`config.mk`:
```
export PLATFORM = sky130hd
export DESIGN_NAME = hawk_mc_rd_arb
export DESIGN_NICKNAME = d
export VERILOG_FILES = /design/src/rtl/hawk_mc_rd_arb_pkg.sv /design/src/rtl/hawk_outstd_cnt.sv /design/src/rtl/hawk_mc_rd_arb.sv
export SDC_FILE = /design/constraint.sdc
export NUM_CORES = 1
export LEC_CHECK = 0
export BUFFER_PORTS_ARGS = -buffer_cell sky130_fd_sc_hd__buf_4
export CAP_MARGIN = 20
export CORE_AREA = 2 2 739 741
export CTS_BUF_LIST = sky130_fd_sc_hd__clkbuf_2 sky130_fd_sc_hd__clkbuf_4 sky130_fd_sc_hd__clkbuf_8
export CTS_CLUSTER_SIZE = 10
export DETAILED_ROUTE_END_ITERATION = 12
export DIE_AREA = 0 0 741 743
export HOLD_SLACK_MARGIN = 0.1
export SETUP_SLACK_MARGIN = 0.3
export SLEW_MARGIN = 15
export SYNTH_ARGS = -nofsm -noshare
export SYNTH_HDL_FRONTEND = slang
export SYNTH_HIERARCHICAL = 1
export SYNTH_SLANG_ARGS = --single-unit
```
`constraint.sdc`:
```
create_clock -name clk -period 3.25 [get_ports clk]
set_input_delay 0.65 -clock clk [delete_from_list [all_inputs] [get_ports clk]]
set_output_delay 0.65 -clock clk [all_outputs]
set_load 0.02 [all_outputs]
```
`src/rtl/hawk_mc_rd_arb_pkg.sv`:
```
// Shared types for the Hawk memory-controller read arbiter: AR packet, FSM states, source tag position.
package hawk_mc_rd_arb_pkg;

   localparam int HAWK_ADDR_W      = 64;
   localparam int HAWK_SIDE_W      = 27;
   localparam int HAWK_ARB_TAG_BIT = 5;

   typedef enum logic {IDLE, ISSUE} hawk_arb_state_t;

   typedef struct packed {
      logic [5:0]             id;
      logic [HAWK_ADDR_W-1:0] addr;
      logic [7:0]             len;
      logic [2:0]             size;
      logic [1:0]             burst;
      logic [HAWK_SIDE_W-1:0] side;
   } hawk_ar_pkt_t;

endpackage

```
`src/rtl/hawk_outstd_cnt.sv`:
```
// Outstanding-burst counter: saturating up/down, 1-cycle update; flags a decrement that arrives at zero.
module hawk_outstd_cnt #(
   parameter  int MAX_OUTSTD = 8,
   localparam int CW         = $clog2(MAX_OUTSTD) + 1
) (
   input  logic          clk,
   input  logic          rst,
   input  logic          inc,
   input  logic          dec,
   output logic [CW-1:0] cnt,
   output logic          underflow
);

   assign underflow = dec && (cnt == '0);

   always_ff @(posedge clk) begin
      if (rst) begin
         cnt <= '0;
      end else if (inc && !dec && (cnt != CW'(MAX_OUTSTD))) begin
         cnt <= cnt + 1'b1;
      end else if (dec && !inc && (cnt != '0)) begin
         cnt <= cnt - 1'b1;
      end
   end

endmodule

```
`src/rtl/hawk_mc_rd_arb.sv`:
```
// Two-master AXI4 read arbiter: AR granted in IDLE, presented to the MC 1 cycle later, one AR per 2 cycles.
// R beats are routed combinationally by the source tag in rid[5]; MC R stalls follow the destination's rready.
module hawk_mc_rd_arb
   import hawk_mc_rd_arb_pkg::*;
#(
   parameter  int ADDR_W     = 64,
   parameter  int DATA_W     = 512,
   parameter  int SIDE_W     = 27,
   parameter  int MAX_OUTSTD = 8,
   localparam int CW         = $clog2(MAX_OUTSTD) + 1
) (
   input  logic              clk,
   input  logic              rst,
   input  logic [5:0]        s0_arid,
   input  logic [ADDR_W-1:0] s0_araddr,
   input  logic [7:0]        s0_arlen,
   input  logic [2:0]        s0_arsize,
   input  logic [1:0]        s0_arburst,
   input  logic [SIDE_W-1:0] s0_arside,
   input  logic              s0_arvalid,
   output logic              s0_arready,
   output logic [5:0]        s0_rid,
   output logic [DATA_W-1:0] s0_rdata,
   output logic [1:0]        s0_rresp,
   output logic              s0_rlast,
   output logic              s0_rvalid,
   input  logic              s0_rready,
   input  logic [5:0]        s1_arid,
   input  logic [ADDR_W-1:0] s1_araddr,
   input  logic [7:0]        s1_arlen,
   input  logic [2:0]        s1_arsize,
   input  logic [1:0]        s1_arburst,
   input  logic [SIDE_W-1:0] s1_arside,
   input  logic              s1_arvalid,
   output logic              s1_arready,
   output logic [5:0]        s1_rid,
   output logic [DATA_W-1:0] s1_rdata,
   output logic [1:0]        s1_rresp,
   output logic              s1_rlast,
   output logic              s1_rvalid,
   input  logic              s1_rready,
   output logic [5:0]        m_arid,
   output logic [ADDR_W-1:0] m_araddr,
   output logic [7:0]        m_arlen,
   output logic [2:0]        m_arsize,
   output logic [1:0]        m_arburst,
   output logic [SIDE_W-1:0] m_arside,
   output logic              m_arvalid,
   input  logic              m_arready,
   input  logic [5:0]        m_rid,
   input  logic [DATA_W-1:0] m_rdata,
   input  logic [1:0]        m_rresp,
   input  logic              m_rlast,
   input  logic              m_rvalid,
   output logic              m_rready,
   input  logic              hawk_prio,
   input  logic              blk_s1,
   output logic              s1_idle,
   output logic [CW-1:0]     s0_outstd,
   output logic [CW-1:0]     s1_outstd,
   output logic              protocol_err
);

   hawk_arb_state_t state;
   hawk_ar_pkt_t    ar_q;
   hawk_ar_pkt_t    ar_d;
   logic            last_grant;
   logic            elig0, elig1, grant, win;
   logic            dst, beat_done, uf0, uf1;
   logic            unused_id;

   // Bit 5 of the incoming IDs is replaced by the source tag.
   assign unused_id = s0_arid[5] ^ s1_arid[5];

   assign elig0 = s0_arvalid && (s0_outstd < CW'(MAX_OUTSTD));
   assign elig1 = s1_arvalid && (s1_outstd < CW'(MAX_OUTSTD)) && !blk_s1;
   assign grant = !rst && (state == IDLE) && (elig0 || elig1);

   always_comb begin
      win = elig1;
      if (elig0 && elig1) begin
         win = hawk_prio ? 1'b0 : ~last_grant;
      end
   end

   assign s0_arready = grant && !win;
   assign s1_arready = grant &&  win;

   always_comb begin
      ar_d = '0;
      if (win) begin
         ar_d.id    = {1'b1, s1_arid[4:0]};
         ar_d.addr  = HAWK_ADDR_W'(s1_araddr);
         ar_d.len   = s1_arlen;
         ar_d.size  = s1_arsize;
         ar_d.burst = s1_arburst;
         ar_d.side  = HAWK_SIDE_W'(s1_arside);
      end else begin
         ar_d.id    = {1'b0, s0_arid[4:0]};
         ar_d.addr  = HAWK_ADDR_W'(s0_araddr);
         ar_d.len   = s0_arlen;
         ar_d.size  = s0_arsize;
         ar_d.burst = s0_arburst;
         ar_d.side  = HAWK_SIDE_W'(s0_arside);
      end
   end

   always_ff @(posedge clk) begin
      if (rst) begin
         state      <= IDLE;
         m_arvalid  <= 1'b0;
         ar_q       <= '0;
         last_grant <= 1'b1;
      end else begin
         case (state)
            IDLE: begin
               if (grant) begin
                  ar_q       <= ar_d;
                  last_grant <= win;
                  m_arvalid  <= 1'b1;
                  state      <= ISSUE;
               end
            end
            ISSUE: begin
               if (m_arready) begin
                  m_arvalid <= 1'b0;
                  state     <= IDLE;
               end
            end
            default: state <= IDLE;
         endcase
      end
   end

   assign m_arid    = ar_q.id;
   assign m_araddr  = ar_q.addr[ADDR_W-1:0];
   assign m_arlen   = ar_q.len;
   assign m_arsize  = ar_q.size;
   assign m_arburst = ar_q.burst;
   assign m_arside  = ar_q.side[SIDE_W-1:0];

   assign dst       = m_rid[HAWK_ARB_TAG_BIT];
   assign m_rready  = dst ? s1_rready : s0_rready;
   assign beat_done = m_rvalid && m_rready && m_rlast;

   assign s0_rvalid = m_rvalid && !dst;
   assign s1_rvalid = m_rvalid &&  dst;
   assign s0_rid    = {1'b0, m_rid[4:0]};
   assign s1_rid    = {1'b0, m_rid[4:0]};
   assign s0_rdata  = m_rdata;
   assign s1_rdata  = m_rdata;
   assign s0_rresp  = m_rresp;
   assign s1_rresp  = m_rresp;
   assign s0_rlast  = m_rlast;
   assign s1_rlast  = m_rlast;

   hawk_outstd_cnt #(.MAX_OUTSTD(MAX_OUTSTD)) u_cnt0 (
      .clk       (clk),
      .rst       (rst),
      .inc       (s0_arready),
      .dec       (beat_done && !dst),
      .cnt       (s0_outstd),
      .underflow (uf0)
   );

   hawk_outstd_cnt #(.MAX_OUTSTD(MAX_OUTSTD)) u_cnt1 (
      .clk       (clk),
      .rst       (rst),
      .inc       (s1_arready),
      .dec       (beat_done && dst),
      .cnt       (s1_outstd),
      .underflow (uf1)
   );

   assign s1_idle = (s1_outstd == '0);

   always_ff @(posedge clk) begin
      if (rst) begin
         protocol_err <= 1'b0;
      end else if (uf0 || uf1) begin
         protocol_err <= 1'b1;
      end
   end

endmodule

```
==> results of run 1 <==
power by group through the flow:
| stage | Clock [mW] | Sequential, mW | Combinational [mW] |
|---|---|---|---|
| 6_report | 1.96 | 1.76 | 1.68 |
| 2_1_floorplan | 0 | 1.94 | 2.29 |
| 3_3_place_gp | 0 | 1.79 | 1.55 |
| 3_5_place_dp | 0 | 1.80 | 1.56 |
| 5_1_grt | 2.18 | 1.78 | 1.81 |
| 4_1_cts | 2.22 | 1.76 | 1.73 |
placed cells by master, fill, tap and decap left out, drive strengths merged, types with 2 or more instances in the layout:
cell         instances
buf                374
nand2              226
dfxtp              122
dlygate4sd3        118
a31oi              109
o21ai              109
diode               70
clkbuf              27
nor2                14
a21oi                7
nand2b               6
xnor2                6
a21o                 6
nor3                 5
ha                   4
clkinvlp             3
inv                  3
nor2b                2
conb                 2
clkinv               2
and3b                2
and2b                2
mux4                 2
xor2                 2
a211oi               2
fa                   2
worst reg2reg max path, stage by stage, from the launching register on:
cell and delay, ps:
dfxtp_1 320, nor2b_1 300, a21o_4 230, buf_4 390, buf_4 580, nand2_1 230
a31oi_1 170, dlygate4sd3_1 560
repair_timing:
item                                   CTS  global route
pin swaps                                1             1
endpoints found under the hold margin   76             0
hold buffers                           118             0
setup endpoints to repair                2             1
resized for setup                        3             0
metrics by stage:
step / utilization, % / hold slack [ps] / area [um2]
floorplan: - / 468 / 13200
global placement: 3.15 / 466 / 17100
detailed placement: 3.15 / 474 / 17100
CTS: 3.45 / 100 / 18700
global route: 3.46 / 131 / 18800
finish: 3.48 / 238 / 18900
state kept, by name, summed over array words and instances (netlist names):
register and count:
m_araddr 64, m_arburst 2, u_cnt0/cnt 4, m_arid 6, state 1, m_arvalid 1
m_arside 27, last_grant 1, m_arlen 8, u_cnt1/cnt 4, m_arsize 3, protocol_err 1
final timing paths:
kind / cells past startpoint / to / from
hold / removal: 3 / m_araddr[8] / s1_araddr[8]
setup / recovery: 4 / s0_arready / u_cnt1/cnt[3]
setup reg to reg: 7 / m_araddr[58] / u_cnt0/cnt[3]
hold reg to reg: 2 / protocol_err / protocol_err
kinds of logic (layout without fill, tap and decap cells):
| family | after synthesis | count (layout) | synth area share (%) |
|---|---|---|---|
| buffers and inverters | 1103 | 527 | 61.3 |
| and+or+nand+nor | 261 | 261 | 8.07 |
| AOI/OAI and AO/OA | 237 | 237 | 10.5 |
| DFF | 122 | 122 | 18.5 |
| xor gates and xnor gates | 8 | 8 | 0.530 |
| adders and majority gates | 6 | 6 | 0.682 |
| muxes | 2 | 2 | 0.341 |
| other | 1 | 72 | 0.0284 |
area by class of cell:
type / count / area share [%]
antenna: 70 / 0.928
clock buffer: 27 / 1.90
clock inverter: 6 / 0.219
inverter: 2 / 0.0795
multi-input combinational: 516 / 14.2
sequential: 122 / 12.9
tap: 7234 / 47.9
timing repair buffer: 492 / 21.8
metal layers:
| layer | GRT usage (%) | routed length (um) |
|---|---|---|
| met1 | 5.08 | 53600 |
| met2 | 19.8 | 160000 |
| met3 | 27.5 | 165000 |
| met4 | 7.03 | 23700 |
| met5 | 0.839 | 908 |
==> reports/results.txt, run 1 <==
cts bufs inserted = 21
CTS max path bufs = 3
ys async rst share = 0%
Synth cell types = 38
Setup crit end kind = primary output
Pwr Total = 5.40 mW
Cells after DPL = 8248
count of pins over their slew limit = 0
CTS tree = built
P_leak = 4.70 nW
final setup vio count = 0
pre-CTS WS = 167 ps
CP Data Required Time = 2600 ps
Seq/Total Area, Yosys = 18.5%
top-area cell type share of the netlist area = 59.4%
Post-Synthesis Cells = 1740
critical path launch point type = flip-flop
sw power = 2.33 mW
fmax = 356 MHz
total negative slack = 0 ps
crit-path max cell delay = 440 ps
crit path time final = 2810 ps
Vias = 10958
grt total ovfl = 0
Synth Flop Type = dfxtp_1
Worst-Skew Late Latency = 740 ps
share of cells above drive strength 1 = 36.6%
Post-Synthesis Cell Area = 13200 um2
worst-path fanout max = 7
1st-pass router iterations = 5
Die Wd = 741 um
DRT iter0 DRCs = 932
top post-synthesis cells by count = buf_4 (1045), nand2_1 (226), dfxtp_1 (122)
Reg power frac = 32.6%
H-tree depth = 4
final worst slack = 440 ps
die footprint = 551000 um2
RSZ-0062 raised after global routing = false
Power Density = 286 nW/um2
worst reg-to-reg setup slack = 450 ps
Setup CP Type = reg2out
final worst-path cycle share = 86.5%
GRT Total Usage = 14.1%
Yosys reg bits = 122
Total Wirelength = 403000 um
clk root buf = clkbuf_8
initial antenna violation count = 124
Post-synth EDFFs = 0
# Max-Cap Violations = 0
Via density = 1.29
Switching Share = 43.2%
Comb pwr share = 31.1%
Worst VDD drop = 0.187 mV
first-pass GRT wire length = 427000 um
core area = 543000 um2
# port buffers = 357
Layout Skew = 93.2 ps
post-synth top area cell = buf_4
worst relative slew slack = 50.4%
count leader, synth = buf_4
clock sink count = 122
fin nets = 1912
Slew @ Worst Pin = 744 ps
Clock power frac = 36.3%
syn_area_per_cell = 7.59 um2
largest net degree at the start of global routing = 67
post-DP HPWL = 379000 um
yosys warns = 6
Post CTS Setup Buffer Count = 0
Register Area = 2440 um2
crit-path leading delay family = simple AND/OR/NAND/NOR gates
final RePlAce weighted congestion = 0.680
final non-filler cell total = 8469
ANT nets after route = 0
row cnt = 271
worst hold-check path type = in2reg
Multi-input gate area = 2690 um2
critical path, cell by cell = or3b_4, o211a_1, buf_4, buf_6
Area contributors post-synth = buf_4 (59%), dfxtp_1 (18%), nand2_1 (6.4%)
Initial Util = 2.43%
outcome = finished, final reports clean
drc violations = 0
Buf/Inv on CP = 2
Layout fillers = 64598
Avg WL per Cell = 47.6 um
Worst-path clk slew = 100 ps
critical-path cell with the highest stage delay = or3b_4
Pint = 3.07 mW
Die Y = 743 um
area growth from synthesis to layout = 42.9%
vias in the first global route = 9783
CP arrival = 2160 ps
final hold vios = 0
IO Pins = 1919
(Power assumes the default switching activity.)
==> inputs of run 2 (changes only) <==
--- a/config.mk
+++ b/config.mk
@@ -7,15 +7,14 @@
 export LEC_CHECK = 0
 export BUFFER_PORTS_ARGS = -buffer_cell sky130_fd_sc_hd__buf_4
 export CAP_MARGIN = 20
-export CORE_AREA = 2 2 739 741
+export CORE_AREA = 2 2 753 755
 export CTS_BUF_LIST = sky130_fd_sc_hd__clkbuf_2 sky130_fd_sc_hd__clkbuf_4 sky130_fd_sc_hd__clkbuf_8
 export CTS_CLUSTER_SIZE = 10
 export DETAILED_ROUTE_END_ITERATION = 12
-export DIE_AREA = 0 0 741 743
+export DIE_AREA = 0 0 755 757
 export HOLD_SLACK_MARGIN = 0.1
 export SETUP_SLACK_MARGIN = 0.3
 export SLEW_MARGIN = 15
 export SYNTH_ARGS = -nofsm -noshare
 export SYNTH_HDL_FRONTEND = slang
-export SYNTH_HIERARCHICAL = 1
 export SYNTH_SLANG_ARGS = --single-unit
==> reports/results.txt, run 2 <==
outcome = finished, final reports clean (unchanged)
IO Pins = 1919 (unchanged)
Clock power frac = 37.0% (was 36.3%)
clk root buf = clkbuf_8 (unchanged)
fin nets = 1717 (was 1912)
grt total ovfl = 0 (unchanged)
# port buffers = 357 (unchanged)
hold depth = 2 (was 3)
crit path time final = 2770 ps (was 2810 ps)
post-synth top area cell = buf_4 (unchanged)
# Max-Cap Violations = 0 (unchanged)
Worst Hold Endpoint = last_grant (was m_araddr[8])
die footprint = 572000 um2 (was 551000 um2)
Avg WL per Cell = 47.6 um (about the same)
Comb pwr share = 28.3% (was 31.1%)
GRT Total Usage = 13.7% (was 14.1%)
vias in the first global route = 8739 (was 9783)
initial antenna violation count = 118 (was 124)
DRT iter0 DRCs = 556 (was 932)
post-DP HPWL = 385000 um (was 379000 um)
final design area excluding fillers = 17900 um2 (was 18900 um2)
Total Wirelength = 405000 um (was 403000 um)
1st-pass router iterations = 5 (unchanged)
Reg power frac = 34.7% (was 32.6%)
WP depth = 4 (unchanged)
Synth cell types = 41 (was 38)
Pint = 2.91 mW (was 3.07 mW)
Initial Util = 2.29% (was 2.43%)
worst relative slew slack = 31.6% (was 50.4%)
total negative slack = 0 ps (unchanged)
Largest register FFs = 64 (unchanged)
crit-path max cell delay = 440 ps (about the same)
crit-path leading delay family = simple AND/OR/NAND/NOR gates (unchanged)
row cnt = 276 (was 271)
Yosys reg bits = 122 (unchanged)
Area contributors post-synth = buf_4 (61%), dfxtp_1 (19%), a22oi_1 (6.3%) (was buf_4 (59%), dfxtp_1 (18%), nand2_1 (6.4%))
CP Data Required Time = 2600 ps (about the same)
largest net degree at the start of global routing = 111 (was 67)
ys async rst share = 0% (unchanged)
Worst-path clk slew = 180 ps (was 100 ps)
CP arrival = 2120 ps (was 2160 ps)
RSZ-0062 raised after global routing = false (unchanged)
Vias = 9925 (was 10958)
Synth Flop Type = dfxtp_1 (unchanged)
worst reg-to-reg setup slack = 610 ps (was 450 ps)
Worst VDD drop = 0.264 mV (was 0.187 mV)
final worst-path cycle share = 85.3% (was 86.5%)
fin util = 3.18% (was 3.48%)
Setup CP Type = reg2out (unchanged)
syn_area_per_cell = 7.88 um2 (was 7.59 um2)
Pwr Total = 4.93 mW (was 5.40 mW)
drc violations = 0 (unchanged)
CTS tree = built (unchanged)
clock sink count = 122 (unchanged)
R2R cell count = 7 (unchanged)
critical path launch point type = flip-flop (unchanged)
Die Wd = 755 um (was 741 um)
sw power = 2.02 mW (was 2.33 mW)
Worst-Skew Late Latency = 750 ps (was 740 ps)
Switching Share = 41.0% (was 43.2%)
H-tree depth = 4 (unchanged)
fmax = 361 MHz (was 356 MHz)
pre-CTS WS = 313 ps (was 167 ps)
top-area cell type share of the netlist area = 60.7% (was 59.4%)
Post-Synthesis Cells = 1638 (was 1740)
count leader, synth = buf_4 (unchanged)
worst-path fanout max = 6 (was 7)
origin of the worst min-delay path = rst (was s1_araddr[8])
yosys warns = 0 (was 6)
most common cell after layout, fill and taps aside = buf_4 (unchanged)
Post-synth EDFFs = 0 (unchanged)
Power Density = 276 nW/um2 (was 286 nW/um2)
DP Area = 17200 um2 (was 17100 um2)
reg-to-reg endpoint = m_arside[23] (was m_araddr[58])
Multi-input gate area = 2460 um2 (was 2690 um2)
CTS max path bufs = 3 (unchanged)
Buf/Inv on CP = 2 (unchanged)
launch instance of the worst register-to-register path = u_cnt1.cnt[3] (was u_cnt0/cnt[3])
Seq/Total Area, Yosys = 18.9% (was 18.5%)
Layout Skew = 116 ps (was 93.2 ps)
final worst slack = 478 ps (was 440 ps)
most frequent cells in the layout = buf_4 (368), dfxtp_1 (120), nand2_1 (118), o21ai_0 (113), a22oi_1 (109) (was buf_4 (363), nand2_1 (226), dfxtp_1 (121), dlygate4sd3_1 (118), a31oi_1 (109))
final hold vios = 0 (unchanged)
area growth from synthesis to layout = 38.7% (was 42.9%)
Layout fillers = 67071 (was 64598)
count of pins over their slew limit = 0 (unchanged)
P_leak = 3.84 nW (was 4.70 nW)
worst hold-check path type = in2reg (unchanged)
critical-path cell with the highest stage delay = or3b_1 (was or3b_4)
Die Y = 757 um (was 743 um)
Setup crit end kind = primary output (unchanged)
ANT nets after route = 0 (unchanged)
core area = 563000 um2 (was 543000 um2)
final RePlAce weighted congestion = 0.712 (was 0.680)
Via density = 1.16 (was 1.29)
first-pass GRT wire length = 428000 um (was 427000 um)
cts bufs inserted = 21 (unchanged)
critical path, cell by cell = or3b_1, a211oi_4, buf_4, buf_12 (was or3b_4, o211a_1, buf_4, buf_6)
final setup vio count = 0 (unchanged)
Post-Synthesis Cell Area = 12900 um2 (was 13200 um2)
top post-synthesis cells by count = buf_4 (1043), dfxtp_1 (122), nand2_1 (118) (was buf_4 (1045), nand2_1 (226), dfxtp_1 (122))
share of cells above drive strength 1 = 43.2% (was 36.6%)
Slew @ Worst Pin = 1030 ps (was 744 ps)
Register Area = 2450 um2 (was 2440 um2)
run 2: cell count changes after synthesis, moves of 3 or more:
| cell | delta |
|---|---|
| buf_2 | -20 |
| mux2i_1 | +4 |
| a31oi_1 | -107 |
| nand2b_1 | -3 |
| o21ai_1 | -70 |
| o21ai_0 | +74 |
| clkbuf_1 | +15 |
| a22oi_1 | +109 |
| or3_1 | +3 |
| a21oi_1 | +5 |
| nand2_1 | -108 |
| xnor2_1 | -4 |
run 2: metrics by stage:
step / hold slack (ps) / cells
2_1_floorplan: 468 / 1639
3_3_place_gp: 435 / 8425
3_5_place_dp: 444 / 8425
4_1_cts: 102 / 8475
5_1_grt: 140 / 8503
6_report: 249 / 8524
run 2: kinds of logic after synthesis:
family                   count (synthesis)  share of synthesized area, %
multiplexers                             5                         0.397
AND/OR/NAND/NOR                        157                          5.16
adder cells (fa/ha/maj)                  6                         0.698
flip-flops                             122                          18.9
buffers and inverters                 1096                          62.3
AO/OA/AOI/OAI                          247                          12.3
XOR/XNOR                                 4                         0.271
other                                    1                        0.0291
run 2: cell type report:
| class | count | share of cell area (%) |
|---|---|---|
| antenna | 49 | 0.685 |
| clock buffer | 24 | 1.81 |
| clock inverter | 8 | 0.412 |
| inverter | 3 | 0.0629 |
| multi-input combinational | 421 | 13.8 |
| sequential | 122 | 13.7 |
| tap | 7506 | 52.5 |
| timing repair buffer | 391 | 17.1 |
run 2: power by group through the flow:
stage / Sequential (mW) / Clock [mW] / Combinational (mW)
finish: 1.71 / 1.83 / 1.39
global route: 1.73 / 2.05 / 1.53
CTS: 1.72 / 2.05 / 1.46
detailed placement: 1.75 / 0 / 1.43
global placement: 1.74 / 0 / 1.42
floorplan: 1.89 / 0 / 2.21
run 2: worst max path at each step:
stage,from,to,slack [ps]
floorplan,rst,u_cnt0.cnt[2],400
CTS,u_cnt1.cnt[0],s1_idle,300
detailed placement,rst,u_cnt0.cnt[2],310
finish,u_cnt1.cnt[3],s1_arready,480
global route,u_cnt1.cnt[3],s1_arready,300
global placement,blk_s1,u_cnt1.cnt[3],320
run 2: metal layers:
| layer | global-route usage (%) | vias up | routed length [um] | part of all wire [%] |
|---|---|---|---|---|
| met3 | 27.5 | 574 | 172000 | 43 |
| met2 | 20.2 | 2849 | 168000 | 42 |
| met1 | 4.00 | 3490 | 42800 | 11 |
| met5 | 1.54 | - | 1580 | 0.39 |
| li1 | - | 2944 | - | - |
| met4 | 5.76 | 68 | 20300 | 5.0 |
run 2: repair_timing:
action / in CTS / in global routing
hold buffers: 16 / 0
endpoints found under the setup margin: 3 / 3
buffers inserted: 2 / 0
gates cloned: 0 / 0
gates resized for setup: 5 / 2
pin swaps: 1 / 1
hold endpoints to repair: 13 / 0
run 2: worst reg2reg max path, stage by stage (launching register included):
cell and delay (ps):
dfxtp_4 420, or3b_1 440, buf_4 180, a21oi_4 300, buf_12 280, a22oi_1 250
dlygate4sd3_1 580, o21ai_0 130
==> inputs of run 3 (changes only) <==
--- a/config.mk
+++ b/config.mk
@@ -5,13 +5,13 @@
 export SDC_FILE = /design/constraint.sdc
 export NUM_CORES = 1
 export LEC_CHECK = 0
-export BUFFER_PORTS_ARGS = -buffer_cell sky130_fd_sc_hd__buf_4
 export CAP_MARGIN = 20
-export CORE_AREA = 2 2 753 755
+export CORE_AREA = 2 2 746 748
 export CTS_BUF_LIST = sky130_fd_sc_hd__clkbuf_2 sky130_fd_sc_hd__clkbuf_4 sky130_fd_sc_hd__clkbuf_8
 export CTS_CLUSTER_SIZE = 10
 export DETAILED_ROUTE_END_ITERATION = 12
-export DIE_AREA = 0 0 755 757
+export DIE_AREA = 0 0 748 750
+export DONT_BUFFER_PORTS = 1
 export HOLD_SLACK_MARGIN = 0.1
 export SETUP_SLACK_MARGIN = 0.3
 export SLEW_MARGIN = 15
==> reports/results.txt, run 3 (synthesized netlist as in run 2, its figures left out) <==
outcome = finished, final reports clean (unchanged)
Die Wd = 748 um (was 755 um)
critical-path cell with the highest stage delay = or3b_4 (was or3b_1)
Post CTS Setup Buffer Count = 0 (was 2)
final worst-path cycle share = 85.4% (was 85.3%)
fin nets = 1490 (was 1717)
total negative slack = 0 ps (unchanged)
P_leak = 2.59 nW (was 3.84 nW)
CTS max path bufs = 3 (unchanged)
IO Pins = 1919 (unchanged)
# port buffers = 0 (was 357)
Met3 Wirelength = 170000 um (was 172000 um)
row cnt = 274 (was 276)
Largest register FFs = 64 (unchanged)
Worst-path clk slew = 120 ps (was 180 ps)
CP Data Required Time = 2600 ps (about the same)
WHS = 192 ps (was 249 ps)
most common cell after layout, fill and taps aside = dlygate4sd3_1 (was buf_4)
share of cells above drive strength 1 = 9.69% (was 43.2%)
worst relative slew slack = 22.4% (was 31.6%)
final worst slack = 474 ps (was 478 ps)
1st-pass router iterations = 5 (unchanged)
clk root buf = clkbuf_8 (unchanged)
Worst VDD drop = 0.191 mV (was 0.264 mV)
worst-path fanout max = 5 (was 6)
Power Density = 309 nW/um2 (was 276 nW/um2)
worst hold-check path type = in2reg (unchanged)
die footprint = 561000 um2 (was 572000 um2)
final hold vios = 0 (unchanged)
crit-path max cell delay = 460 ps (was 440 ps)
final non-filler cell total = 8134 (was 8524)
crit path time final = 2780 ps (was 2770 ps)
final design area excluding fillers = 16400 um2 (was 17900 um2)
highest metal used = met5 (unchanged)
CP arrival = 2130 ps (was 2120 ps)
hold depth = 2 (unchanged)
Worst-Skew Late Latency = 780 ps (was 750 ps)
R2R cell count = 6 (was 7)
Cells after DPL = 7884 (was 8425)
DRT iter0 DRCs = 792 (was 556)
drc violations = 0 (unchanged)
area growth from synthesis to layout = 27.0% (was 38.7%)
initial antenna violation count = 129 (was 118)
core area = 554000 um2 (was 563000 um2)
Avg WL per Cell = 50.3 um (was 47.6 um)
post-DP HPWL = 385000 um (about the same)
Buf/Inv on CP = 1 (was 2)
# Max-Cap Violations = 0 (unchanged)
vias in the first global route = 8011 (was 8739)
crit-path leading delay family = simple AND/OR/NAND/NOR gates (unchanged)
grt total ovfl = 0 (unchanged)
final RePlAce weighted congestion = 0.715 (was 0.712)
Setup CP Type = reg2out (unchanged)
Vias = 9419 (was 9925)
DP Area = 14300 um2 (was 17200 um2)
met1 WL = 48200 um (was 42800 um)
pre-CTS WS = 381 ps (was 313 ps)
fmax = 360 MHz (was 361 MHz)
largest net degree at the start of global routing = 111 (unchanged)
Layout Skew = 92.9 ps (was 116 ps)
Total Wirelength = 409000 um (was 405000 um)
critical path launch point type = flip-flop (unchanged)
Initial Util = 2.33% (was 2.29%)
met2 wire length = 169000 um (was 168000 um)
most frequent cells in the layout = dlygate4sd3_1 (139), dfxtp_1 (119), nand2_1 (118), o21ai_0 (113), a22oi_1 (109) (was buf_4 (368), dfxtp_1 (120), nand2_1 (118), o21ai_0 (113), a22oi_1 (109))
WP depth = 3 (was 4)
Setup crit end kind = primary output (unchanged)
CTS tree = built (unchanged)
GRT Total Usage = 14.0% (was 13.7%)
RSZ-0062 raised after global routing = false (unchanged)
H-tree depth = 4 (unchanged)
first-pass GRT wire length = 430000 um (was 428000 um)
cts bufs inserted = 21 (unchanged)
Slew @ Worst Pin = 1160 ps (was 1030 ps)
count of pins over their slew limit = 0 (unchanged)
ANT nets after route = 0 (unchanged)
Die Y = 750 um (was 757 um)
clock sink count = 122 (unchanged)
Via density = 1.16 (about the same)
critical path, cell by cell = or3b_4, a211oi_4, buf_6 (was or3b_1, a211oi_4, buf_4, buf_12)
final setup vio count = 0 (unchanged)
run 3: cell types whose count changed in the layout (fill, tap and decap cells not counted), moves of 2 or more:
cell           delta
dfxtp_2           +2
buf_6             +4
bufinv_16         +2
dlygate4sd3_1   +123
buf_4           -353
diode_2          +28
run 3: metrics by stage:
| step | power (mW) | utilization, % |
|---|---|---|
| finish | 5.07 | 2.96 |
| detailed placement | 2.72 | 2.59 |
| global placement | 2.69 | 2.58 |
| floorplan | 4.11 | - |
| CTS | 5.35 | 2.92 |
| global route | 5.41 | 2.94 |
run 3: repair_timing:
item / in CTS / in global routing
endpoints found under the setup margin: 1 / 0
hold buffers: 140 / 0
hold endpoints to repair: 94 / 0
gates resized for setup: 3 / 0
run 3: final cells by class:
type	instances	area, um2
Antenna cell	77	193
Clock buffer	26	345
Clock inverter	7	113
Fill cell	66045	538000
Inverter	3	11.3
Multi-Input combinational cell	421	2470
Sequential cell	122	2450
Tap cell	7314	9150
Timing Repair Buffer	164	1670
run 3: worst paths after layout:
kind / to / slack (ps) / start
max reg2reg: m_araddr[52] / 650 / u_cnt1.cnt[3]
min: m_arlen[1] / 190 / s0_arlen[1]
min reg2reg: last_grant / 520 / last_grant
max: s1_arready / 470 / u_cnt1.cnt[3]
run 3: power by group:
group          total, mW  switching [mW]  internal, mW
clock               2.19            1.24         0.943
sequential          1.98           0.348          1.63
combinational      0.905           0.567         0.338
run 3: metal layers:
metal  GRT usage, %  up-vias
met5           2.74        -
met4           5.50       72
met3           27.7      591
met2           20.7     2955
met1           4.47     3280
li1               -     2521
run 3: worst reg2reg max path, cell delays in order, from the launching register on:
cell	delay (ps)
dfxtp_2	380
or3b_4	470
a21oi_4	210
buf_12	330
a22oi_1	360
dlygate4sd3_1	630
o21ai_0	130
